<file path="src/rtl/seg7_scan_ctrl_if.sv">
// seg7_scan_ctrl_if: display value, decoder loop and board pins of the 7-segment scan controller
// master: datapath/board side (drives value, load, digit_en, seg_in)
// slave : scan controller (drives hex_out, digitselect, segments, frame_done)
interface seg7_scan_ctrl_if;
  logic [31:0] value;
  logic        load;
  logic [7:0]  digit_en;
  logic [3:0]  hex_out;
  logic [7:0]  seg_in;
  logic [7:0]  digitselect;
  logic [7:0]  segments;
  logic        frame_done;
  modport master(output value, load, digit_en, seg_in, input hex_out, digitselect, segments, frame_done);
  modport slave(input value, load, digit_en, seg_in, output hex_out, digitselect, segments, frame_done);
endinterface

</file>
<file path="src/rtl/seg7_scan_ctrl.sv">
// seg7_scan_ctrl: time-multiplexed 8-digit 7-segment scanner sharing one hex decoder
// Ports: clk, reset (sync, active-high), bus (seg7_scan_ctrl_if.slave):
//   value/load -> pending buffer, digit_en per-digit enable, hex_out/seg_in decoder loop,
//   digitselect/segments active-low registered pins, frame_done boundary pulse.
// Option: define LEADING_ZERO_BLANK_EN to darken leading-zero digits (digit 0 always shown).
module seg7_scan_ctrl #(
  parameter int PRESCALE_BITS = 17,
  parameter int GUARD_CYCLES  = 4096
) (
  input logic             clk,
  input logic             reset,
  seg7_scan_ctrl_if.slave bus
);
  typedef enum logic {GUARD, SHOW} phase_t;
  phase_t                   phase_q, phase_d;
  logic [PRESCALE_BITS-1:0] cnt_q, cnt_d;
  logic [2:0]               idx_q, idx_d;
  logic [31:0]              disp_q, disp_d, pend_q, pend_d;
  logic                     pflag_q, pflag_d;
  logic [7:0]               ds_q, ds_d, seg_q, seg_d;
  logic                     wrap, boundary, blank, vis;
  always_comb begin
    wrap     = &cnt_q;
    boundary = wrap && idx_q == 3'd7;
    cnt_d    = cnt_q + 1'b1;
    idx_d    = idx_q + {2'b00, wrap};
    // phase register tracks cnt exactly, so it is derived from the next count
    phase_d  = (cnt_d < PRESCALE_BITS'(GUARD_CYCLES)) ? GUARD : SHOW;
    pend_d   = bus.load ? bus.value : pend_q;
    // a load on the boundary bypasses the pending buffer
    pflag_d  = bus.load ? !boundary : (boundary ? 1'b0 : pflag_q);
    disp_d   = (bus.load && boundary) ? bus.value : (boundary && pflag_q) ? pend_q : disp_q;
`ifdef LEADING_ZERO_BLANK_EN
    blank    = idx_q != 3'd0 && (disp_q >> {idx_q, 2'b00}) == 32'd0;
`else
    blank    = 1'b0;
`endif
    vis      = phase_q == SHOW && bus.digit_en[idx_q] && !blank;
    ds_d     = vis ? ~(8'b1 << idx_q) : 8'hFF;
    seg_d    = vis ? bus.seg_in : 8'hFF;
  end
  always_ff @(posedge clk) begin
    if (reset) begin
      phase_q <= GUARD;
      cnt_q   <= '0;
      idx_q   <= '0;
      disp_q  <= '0;
      pend_q  <= '0;
      pflag_q <= 1'b0;
      ds_q    <= 8'hFF;
      seg_q   <= 8'hFF;
    end else begin
      phase_q <= phase_d;
      cnt_q   <= cnt_d;
      idx_q   <= idx_d;
      disp_q  <= disp_d;
      pend_q  <= pend_d;
      pflag_q <= pflag_d;
      ds_q    <= ds_d;
      seg_q   <= seg_d;
    end
  end
  assign bus.hex_out     = disp_q[{idx_q, 2'b00} +: 4];
  assign bus.digitselect = ds_q;
  assign bus.segments    = seg_q;
  assign bus.frame_done  = boundary;
endmodule

</file>
<file path="src/flat_wrapper.sv">
// flat-port wrapper written by rule: the top's interface ports become plain ports
module seg7_scan_ctrl_flat 
#(
  parameter int PRESCALE_BITS = 17,
  parameter int GUARD_CYCLES  = 4096
)
  (clk, reset, bus_value, bus_load, bus_digit_en, bus_seg_in, bus_hex_out, bus_digitselect, bus_segments, bus_frame_done);
  seg7_scan_ctrl_if bus_i ();
  input logic clk;
  input logic reset;
  input wire logic [$bits(bus_i.value)-1:0] bus_value;
  input wire logic [$bits(bus_i.load)-1:0] bus_load;
  input wire logic [$bits(bus_i.digit_en)-1:0] bus_digit_en;
  input wire logic [$bits(bus_i.seg_in)-1:0] bus_seg_in;
  output wire logic [$bits(bus_i.hex_out)-1:0] bus_hex_out;
  output wire logic [$bits(bus_i.digitselect)-1:0] bus_digitselect;
  output wire logic [$bits(bus_i.segments)-1:0] bus_segments;
  output wire logic [$bits(bus_i.frame_done)-1:0] bus_frame_done;
  assign bus_i.value = bus_value;
  assign bus_i.load = bus_load;
  assign bus_i.digit_en = bus_digit_en;
  assign bus_i.seg_in = bus_seg_in;
  assign bus_hex_out = bus_i.hex_out;
  assign bus_digitselect = bus_i.digitselect;
  assign bus_segments = bus_i.segments;
  assign bus_frame_done = bus_i.frame_done;
  seg7_scan_ctrl #(.PRESCALE_BITS(PRESCALE_BITS), .GUARD_CYCLES(GUARD_CYCLES)) u_core (.clk(clk), .reset(reset), .bus(bus_i));
endmodule
</file>
<file path="config.mk">
export PLATFORM = sky130hd
export DESIGN_NAME = seg7_scan_ctrl_flat
export DESIGN_NICKNAME = d
export VERILOG_FILES = /design/src/rtl/seg7_scan_ctrl_if.sv /design/src/rtl/seg7_scan_ctrl.sv /design/src/flat_wrapper.sv
export SDC_FILE = /design/constraint.sdc
export NUM_CORES = 1
export LEC_CHECK = 0
export ABC_AREA = 1
export CAP_MARGIN = 20
export CORE_UTILIZATION = 57
export DETAILED_ROUTE_END_ITERATION = 7
export GPL_ROUTABILITY_DRIVEN = 1
export PLACE_DENSITY = 0.81
export SYNTH_ARGS = -nofsm -noshare
export SYNTH_HDL_FRONTEND = slang
export SYNTH_SLANG_ARGS = --single-unit
</file>
<file path="constraint.sdc">
create_clock -name clk -period 3.6 [get_ports clk]
set_input_delay 1.08 -clock clk [delete_from_list [all_inputs] [get_ports clk]]
set_output_delay 1.08 -clock clk [all_outputs]
set_load 0.03 [all_outputs]
</file>
**After elaboration in Yosys (flattened, before gate mapping)**

Index checks and enable logic that the tools add are counted.

- Bits in registers: 102
- Output and inout bits: 21

- Shift-type cells: 2
- Multiplexer cells: 7
- Reductions and logical operators: 9
- Order comparisons: 2
- Equality and inequality tests: 1
- Add/subtract/negate cells: 2
- Bitwise logic cells: 2

Operators by type and width:

| kind | count |
|---|---|
| $mux 32 | 2 |
| $shiftx 32x6->4 | 1 |
| $add 17x1->17 const B | 1 |
| $lt 17x13->1 const B | 1 |
| $reduce_and 17->1 | 1 |
| $not 8->8 | 1 |
| $shl 1x3->8 const A | 1 |
| $logic_and 1x1->1 | 4 |
| $lt 3x4->1 const B | 1 |
| $mux 1 | 4 |
| $reduce_bool 2->1 | 2 |
| $add 3x1->3 | 1 |
| $bmux 1 s3 | 1 |
| $eq 3x3->1 const B | 1 |
| $reduce_or 2->1 | 1 |
| $logic_not 1->1 | 1 |
| $not 1->1 | 1 |

**Depth between registers and ports, before layout**

Gate-level depths: netlist (run 1).

- Depth in word-level cells: 5
- Mapped depth: 13
- Mapped depth without buffers: 12

**Worst setup path before layout (run 1)**

Ideal clock, no wire load.

- Path type: reg-to-output
- Start: register u_core.idx_q[0]
- End: output port bus_hex_out[3]
- Data required time: 2520 ps
- Path slack: 868 ps
- Cell stages (with the launch flop): 7
- Data arrival time: 1652 ps
- Path through: dfxtp_1 > inv_1 > nor2_4 > inv_1 > o22ai_1 > a21oi_1 > o21ai_0

- Word-level cells in the longest chain between the ends: 1

Ends and longest elaborated chain:

| item | RTL line | RTL |
|---|---|---|
| start: declaration | seg7_scan_ctrl.sv:17 | `logic [2:0] idx_q, idx_d;` |
| start signal: assignment | seg7_scan_ctrl.sv:55 | `idx_q <= idx_d;` |
| $shiftx 32x6->4 | seg7_scan_ctrl.sv:63 | `assign bus.hex_out = disp_q[{idx_q, 2'b00} +: 4];` |
| end: declaration | flat_wrapper.sv:15 | `output wire logic [$bits(bus_i.hex_out)-1:0] bus_hex_out;` |

Every way passes these cells.

**Worst setup path in the final report (run 1)**

- Start: register u_core.idx_q[0]
- End: output port bus_hex_out[0]

The elaborated chain is that of the path after synthesis.

==> flow_metrics.py, run 1 <==
metrics = {
    "status": {
        "run_status": "complete, no violations",
    },
    "grt": {
        "grt_pass1_vias": 3665,
        "grt_pass1_wl_mm": 15.95,
        "grt_overflow": 0,
        "grt_start_max_net_pins": 67,
        "grt_antenna_before_repair": 0,
        "track_usage_pct": 23.82,
    },
    "final_layout": {
        "utilization_pct": 72.48,
        "nets": 701,
        "n_antenna_cell": 0,
        "drive_above_1_share_pct": 8.449,
        "n_fill_cell": 599,
        "area_delta_synth_final_pct": 20.70,
        "layout.cells.non_filler": 750,
    },
    "timing": {
        "period_needed_ns": 3.472,
        "maxSlewHeadroom_pct": 48.53,
        "fin_worst_skew_ns": 0.01101,
        "final-setup-viol-count": 0,
        "rsz0062_at_grt": "no",
        "timing.final.crit_share_pct": 96.44,
        "fmax_mhz": 288.0,
        "finalMaxSlewViolations": 0,
        "hold_viol_final": 0,
        "tightest_slew_ns": 0.7721,
        "fin_ws_ns": 0.1281,
        "setup_tns_ns": 0,
    },
    "logic_synthesis": {
        "ys_types": 35,
        "synth_area_um2": 4425,
        "synth_edf_count": 0,
        "yosys_warnings": 0,
        "synthArstFlopShare_pct": 0,
        "syn_avg_cell_area_um2": 7.539,
        "syn-num-nets": 642,
        "ys_ff_latch": 102,
        "synth_ff_type": "dfxtp_1",
        "syn_inst": 587,
        "synth-seq-area-share_pct": 46.14,
    },
    "power_and_ir_drop": {
        "pwr_density_cell_nw_per_um2": 374.6,
        "vdd_drop_max_v": 0.0002652,
        "power_uw": 2001,
        "p_leak_uw": 0.002261,
    },
    "routing": {
        "antenna_left": 0,
        "drtPass1Iterations": 5,
        "drt-initial-drc-count": 230,
        "drt-total-wl_mm": 9.392,
        "drcViolationCount": 0,
        "via_per_inst": 5.191,
        "wl_per_cell_um": 12.52,
        "vias": 3893,
    },
    "floorplan": {
        "die_area_um2": 8121,
        "ios": 72,
        "die_x_um": 90.12,
        "fp-row-count": 31,
        "die_h_um": 90.12,
        "initial_core_util_pct": 60.05,
        "coreArea_um2": 7370,
    },
    "setup_path": {
        "r2r-end": "u_core.disp_q[21]",
        "worst_ep_required_time_ns": 2.52,
        "r2r_cells": 13,
        "crit_arrival_ns": 2.39,
        "slowest_delay_ns": 0.71,
        "critPathMaxFanout": 9,
        "cp_slowest_cell": "clkdlybuf4s50_1",
        "critPathCaptureType": "output port",
        "reg2reg_slack_ns": 1.02,
        "regToRegStartpoint": "u_core.cnt_q[0]",
        "path_cells": "inv_1, nor2_4, inv_1, o22ai_1, nor3_1, a21oi_1, clkdlybuf4s50_1",
        "start_kind": "flip-flop",
        "crit_top_cell": "inv_1",
        "path_class": "flip-flop to output port",
    },
    "clocking": {
        "clkSlewWorstSetupHoldPaths_ns": 0.11,
        "cts_tree": "done",
        "cts_root_buf": "clkbuf_8",
        "cts_made_buffers": 9,
        "cts.sinks": 102,
        "clk_path_buf_depth": 2,
        "clkLatencyLatePin_ns": 0.37,
        "h-tree-depth": 3,
    },
    "min_path": {
        "min_to": "u_core.pend_q[1]",
        "hp-class": "flip-flop to flip-flop",
        "hold_start": "u_core.pend_q[1]",
        "hold_path_depth": 2,
    },
    "place": {
        "io_buffers": 71,
        "gp_congestion": 0.8798,
        "place_ws_ns": 0.1615,
        "dp_hpwl_mm": 6.487,
        "post-place-cells": 734,
    },
    "flow_run": {
        "drv_cap": 0,
    },
}
cells by family after synthesis:
logic type | after synthesis | synth area share [%]
xor gates and xnor gates | 1 | 0.1979
adders and majority gates | 4 | 1.131
and+or+nand+nor | 213 | 20.89
DFF | 102 | 46.14
AOI/OAI and AO/OA | 148 | 20.55
buffers and inverters | 119 | 11.08
cells in the mapped netlist, types with 3 or more instances:
library cell	count	area share, %
clkbuf_1	12	1.0
a21oi_1	59	6.7
o22ai_1	15	2.1
inv_2	3	0.25
nand3_1	11	1.2
o21ai_0	41	4.6
dfxtp_1	102	46
nor3_1	5	0.57
buf_4	3	0.51
buf_1	3	0.25
buf_2	7	0.79
a211oi_2	17	4.8
o21a_1	3	0.51
nand2_1	111	9.4
nand4_1	8	1.1
nor2_4	4	1.0
buf_6	3	0.76
nand3b_1	9	1.5
inv_1	85	7.2
nor2_1	59	5.0
o21ai_1	7	0.79
ha_1	4	1.1
registers in the layout, summed over array words and instances (netlist names):
signal / cells
u_core.bus.digitselect: 8
u_core.bus.segments: 8
u_core.cnt_q: 17
u_core.disp_q: 32
u_core.idx_q: 3
u_core.pend_q: 32
u_core.pflag_q: 1
u_core.phase_q: 1
critical path: cells and delay by family (launching register included):
family	cells	cell delay (ns)
AOI/OAI and AO/OA	2	0.27
buffers and inverters	3	0.98
DFF	1	0.48
and+or+nand+nor	2	0.30
per-stage QoR:
stage          instance area [um^2]  hold slack [ns]
2_1_floorplan                  4425           0.4297
3_3_place_gp                   5150           0.4438
3_5_place_dp                   5150           0.4547
4_1_cts                        5335           0.4711
5_1_grt                        5341           0.4934
6_report                       5341           0.4695
routing by layer:
metal / global-route usage, % / share of wire [%] / up-vias / wire length [um]
met2: 42.75 / 48 / 118 / 4546
met1: 29.29 / 45 / 1742 / 4240
met4: 7.527 / 1.5 / 0 / 142
li1: - / - / 2017 / -
met3: 3.469 / 4.9 / 16 / 462
met5: 0 / 0 / - / 0
cell type report:
type	count	area (um^2)	area share (%)
clock buffers	9	123.9	2.319
clock inverters	7	62.56	1.171
flip-flops and latches	102	2042	38.23
repair buffers	77	748.2	14.01
multi-input cells	366	1903	35.63
inverters	90	337.8	6.325
well taps	99	123.9	2.319
worst max path at each step:
stage / startpoint / to / cells after the start
6_report: u_core.idx_q[0] / bus_hex_out[0] / 7
3_3_place_gp: u_core.cnt_q[0] / bus_frame_done / 9
4_1_cts: u_core.cnt_q[0] / bus_frame_done / 9
5_1_grt: u_core.cnt_q[0] / bus_frame_done / 9
2_1_floorplan: u_core.idx_q[0] / bus_hex_out[3] / 6
3_5_place_dp: u_core.cnt_q[0] / bus_frame_done / 9
cell usage in the layout, fill, tap and decap left out, types with 2 or more instances in the layout:
cell | Yosys | layout
clkbuf_8 | 0 | 9
a21oi_1 | 59 | 59
a211oi_2 | 17 | 17
nand2_1 | 111 | 111
nor2_1 | 59 | 58
buf_2 | 7 | 2
dlymetal6s2s_1 | 0 | 3
nand4_1 | 8 | 8
nand3_1 | 11 | 11
nand3b_1 | 9 | 9
clkdlybuf4s50_1 | 0 | 65
dfxtp_1 | 102 | 102
inv_6 | 0 | 4
clkinv_1 | 2 | 2
o21ai_1 | 7 | 7
o21a_1 | 3 | 3
inv_2 | 3 | 3
nor3_1 | 5 | 5
nor2_2 | 2 | 3
buf_4 | 3 | 6
inv_1 | 85 | 85
o21ai_0 | 41 | 41
o22ai_1 | 15 | 15
nor2_4 | 4 | 4
a31oi_1 | 2 | 2
ha_1 | 4 | 4
power breakdown:
part,total [uW],internal (uW),switching (uW)
registers,1160,1150,9.44
logic,155,76.7,78.1
clock network,686,267,418
total,2000,1490,506
timing repair:
action,in CTS,in global routing
endpoints found under the setup margin,1,4
gates resized for setup,1,6
hold buffers,0,0
buffers inserted,0,0
No activity file was read; power rests on OpenSTA's default activity.
==> run 2: changes to the inputs <==
- CORE_MARGIN: unset -> 2
==> run 2 against run 1 <==
  * Cell count rose by 0.40%
  * Final area up 0.47%
  * Sequential cell count did not move
  * Wire length shrank 0.14%
  * Critical path depth stayed put
  * Critical endpoint is now bus_hex_out[1]
  * Largest cell class unchanged
  * Largest power group unchanged
==> flow_metrics.py, run 2 (synthesis gave the netlist of run 1 again) <==
metrics = {
    "status": {
        "run_status": "complete, no violations",
    },
    "grt": {
        "track_usage_pct": 23.53,
        "grt_pass1_wl_mm": 16.28,
        "use_met2_pct": 40.99,
        "grt_use_met3_pct": 5.752,
        "grt.busiest_layer": "met2",
        "grt_start_max_net_pins": 67,
        "grt_use_met1_pct": 28.82,
        "grt_pass1_vias": 3731,
        "grt_antenna_before_repair": 0,
        "grt_overflow": 0,
    },
    "routing": {
        "via_per_inst": 5.219,
        "antenna_left": 0,
        "drtPass1Iterations": 4,
        "drt-total-wl_mm": 9.379,
        "wl_per_cell_um": 12.46,
        "drt-initial-drc-count": 186,
        "drcViolationCount": 0,
        "vias": 3930,
    },
    "final_layout": {
        "nets": 701,
        "layout_common_cells": "nand2_1, dfxtp_1, inv_1, clkdlybuf4s50_1, a21oi_1",
        "area_delta_synth_final_pct": 21.26,
        "seqCellArea_um2": 2042,
        "final_common_cell": "nand2_1",
        "largestRegisters": "u_core.disp_q (32), u_core.pend_q (32), u_core.cnt_q (17)",
        "n_antenna_cell": 0,
        "drive_above_1_share_pct": 8.602,
        "multi_input_area_um2": 1909,
        "n_fill_cell": 623,
        "layout.cells.non_filler": 753,
    },
    "setup_path": {
        "worst_ep_required_time_ns": 2.52,
        "crit_family": "buffers and inverters",
        "cp_slowest_cell": "clkdlybuf4s50_1",
        "crit_arrival_ns": 2.43,
        "critPathMaxFanout": 9,
        "path_cells": "inv_1, nor2_4, inv_1, o22ai_1, nor3_1, a31oi_1, clkdlybuf4s50_1",
        "path_class": "flip-flop to output port",
        "critical_path_buf_inv_count": 3,
        "reg2reg_slack_ns": 1.04,
        "slowest_delay_ns": 0.71,
        "crit_top_cell": "inv_1",
        "critPathCaptureType": "output port",
        "start_kind": "flip-flop",
    },
    "timing": {
        "final-setup-viol-count": 0,
        "fin_worst_skew_ns": 0.01509,
        "hold_viol_final": 0,
        "tightest_slew_ns": 0.7700,
        "period_needed_ns": 3.510,
        "maxSlewHeadroom_pct": 48.67,
        "setup_tns_ns": 0,
        "finalMaxSlewViolations": 0,
        "fmax_mhz": 284.9,
        "timing.final.crit_share_pct": 97.51,
        "rsz0062_at_grt": "no",
    },
    "place": {
        "post-place-cells": 737,
        "io_buffers": 71,
        "dp_hpwl_mm": 6.477,
        "gp_congestion": 0.9106,
    },
    "clocking": {
        "clkSlewWorstSetupHoldPaths_ns": 0.11,
        "cts_root_buf": "clkbuf_8",
        "cts.sinks": 102,
        "cts_made_buffers": 9,
        "ctsResizeCount": 2,
        "cts_setup_buffers": 0,
        "clk_path_buf_depth": 2,
        "h-tree-depth": 3,
        "cts_hold_buf": 0,
        "clkLatencyLatePin_ns": 0.37,
        "cts_tree": "done",
    },
    "floorplan": {
        "die_area_um2": 8485,
        "fp-row-count": 32,
        "die_h_um": 92.12,
        "initial_core_util_pct": 58.17,
        "coreArea_um2": 7607,
        "die_x_um": 92.12,
        "ios": 72,
    },
    "flow_run": {
        "drv_cap": 0,
    },
    "min_path": {
        "hp-class": "flip-flop to flip-flop",
    },
    "power_and_ir_drop": {
        "pwr_density_cell_nw_per_um2": 382.0,
        "p_leak_uw": 0.002235,
        "vdd_drop_max_v": 0.0001708,
    },
}
[run 2: changes by cell type in the layout (fill, tap and decap cells not counted)]
cell,delta
bufinv_16,+1
clkinvlp_4,-1
nor4_2,+1
inv_8,-1
clkdlybuf4s50_1,+2
dlymetal6s2s_1,-2
nor4_1,-1
clkinv_4,+4
inv_6,-3
[run 2: final cells by class]
type,instances,area share [%]
well taps,102,2.378
repair buffers,77,13.85
clock inverters,7,1.539
flip-flops and latches,102,38.05
multi-input cells,366,35.58
inverters,90,6.295
clock buffers,9,2.308
[run 2: per-layer routing]
layer | share of wire (%) | up-vias
li1 | - | 2013
met1 | 46 | 1793
met2 | 48 | 114
met3 | 5.1 | 10
met4 | 1.0 | 0
met5 | 0 | -
[run 2: per-stage QoR]
stage               setup WS [ns]  hold WS [ns]  util [%]  instance area, um^2  power, uW
floorplan                  0.8681        0.4297         -                 4425       1267
global placement           0.2428        0.4430     67.75                 5154       1335
detailed placement         0.1471        0.4564     67.75                 5154       1340
CTS                       0.02659        0.4722     70.46                 5360       2060
global route              0.02656        0.4956     70.54                 5366       2134
finish                    0.08969        0.4735     70.54                 5366       2050
[run 2: worst reg2reg max path, stage by stage (launching register included)]
cell and delay (ns):
dfxtp_1 0.39, ha_1 0.21, nand3_1 0.14, nor2_2 0.19, nand2_1 0.13, nor4_2 0.16
ha_1 0.21, nand2_1 0.09, nor2_4 0.12, buf_4 0.14, o21ai_4 0.06, buf_4 0.28
a21oi_1 0.27, a211oi_2 0.06
[run 2: worst paths after layout]
kind                            depth (start not counted)                 to        startpoint
worst min-delay path                                    2   u_core.pend_q[1]  u_core.pend_q[1]
worst min register to register                          2   u_core.pend_q[1]  u_core.pend_q[1]
worst max-delay path                                    7     bus_hex_out[1]   u_core.idx_q[0]
worst max register to register                         13  u_core.disp_q[26]   u_core.cnt_q[0]
[run 2: power by group]
part           internal (uW)  total, uW  switching, uW
Clock                    330        736            406
Combinational           76.7        154           77.2
Sequential              1150       1160           9.59
Total                   1560       2050            493
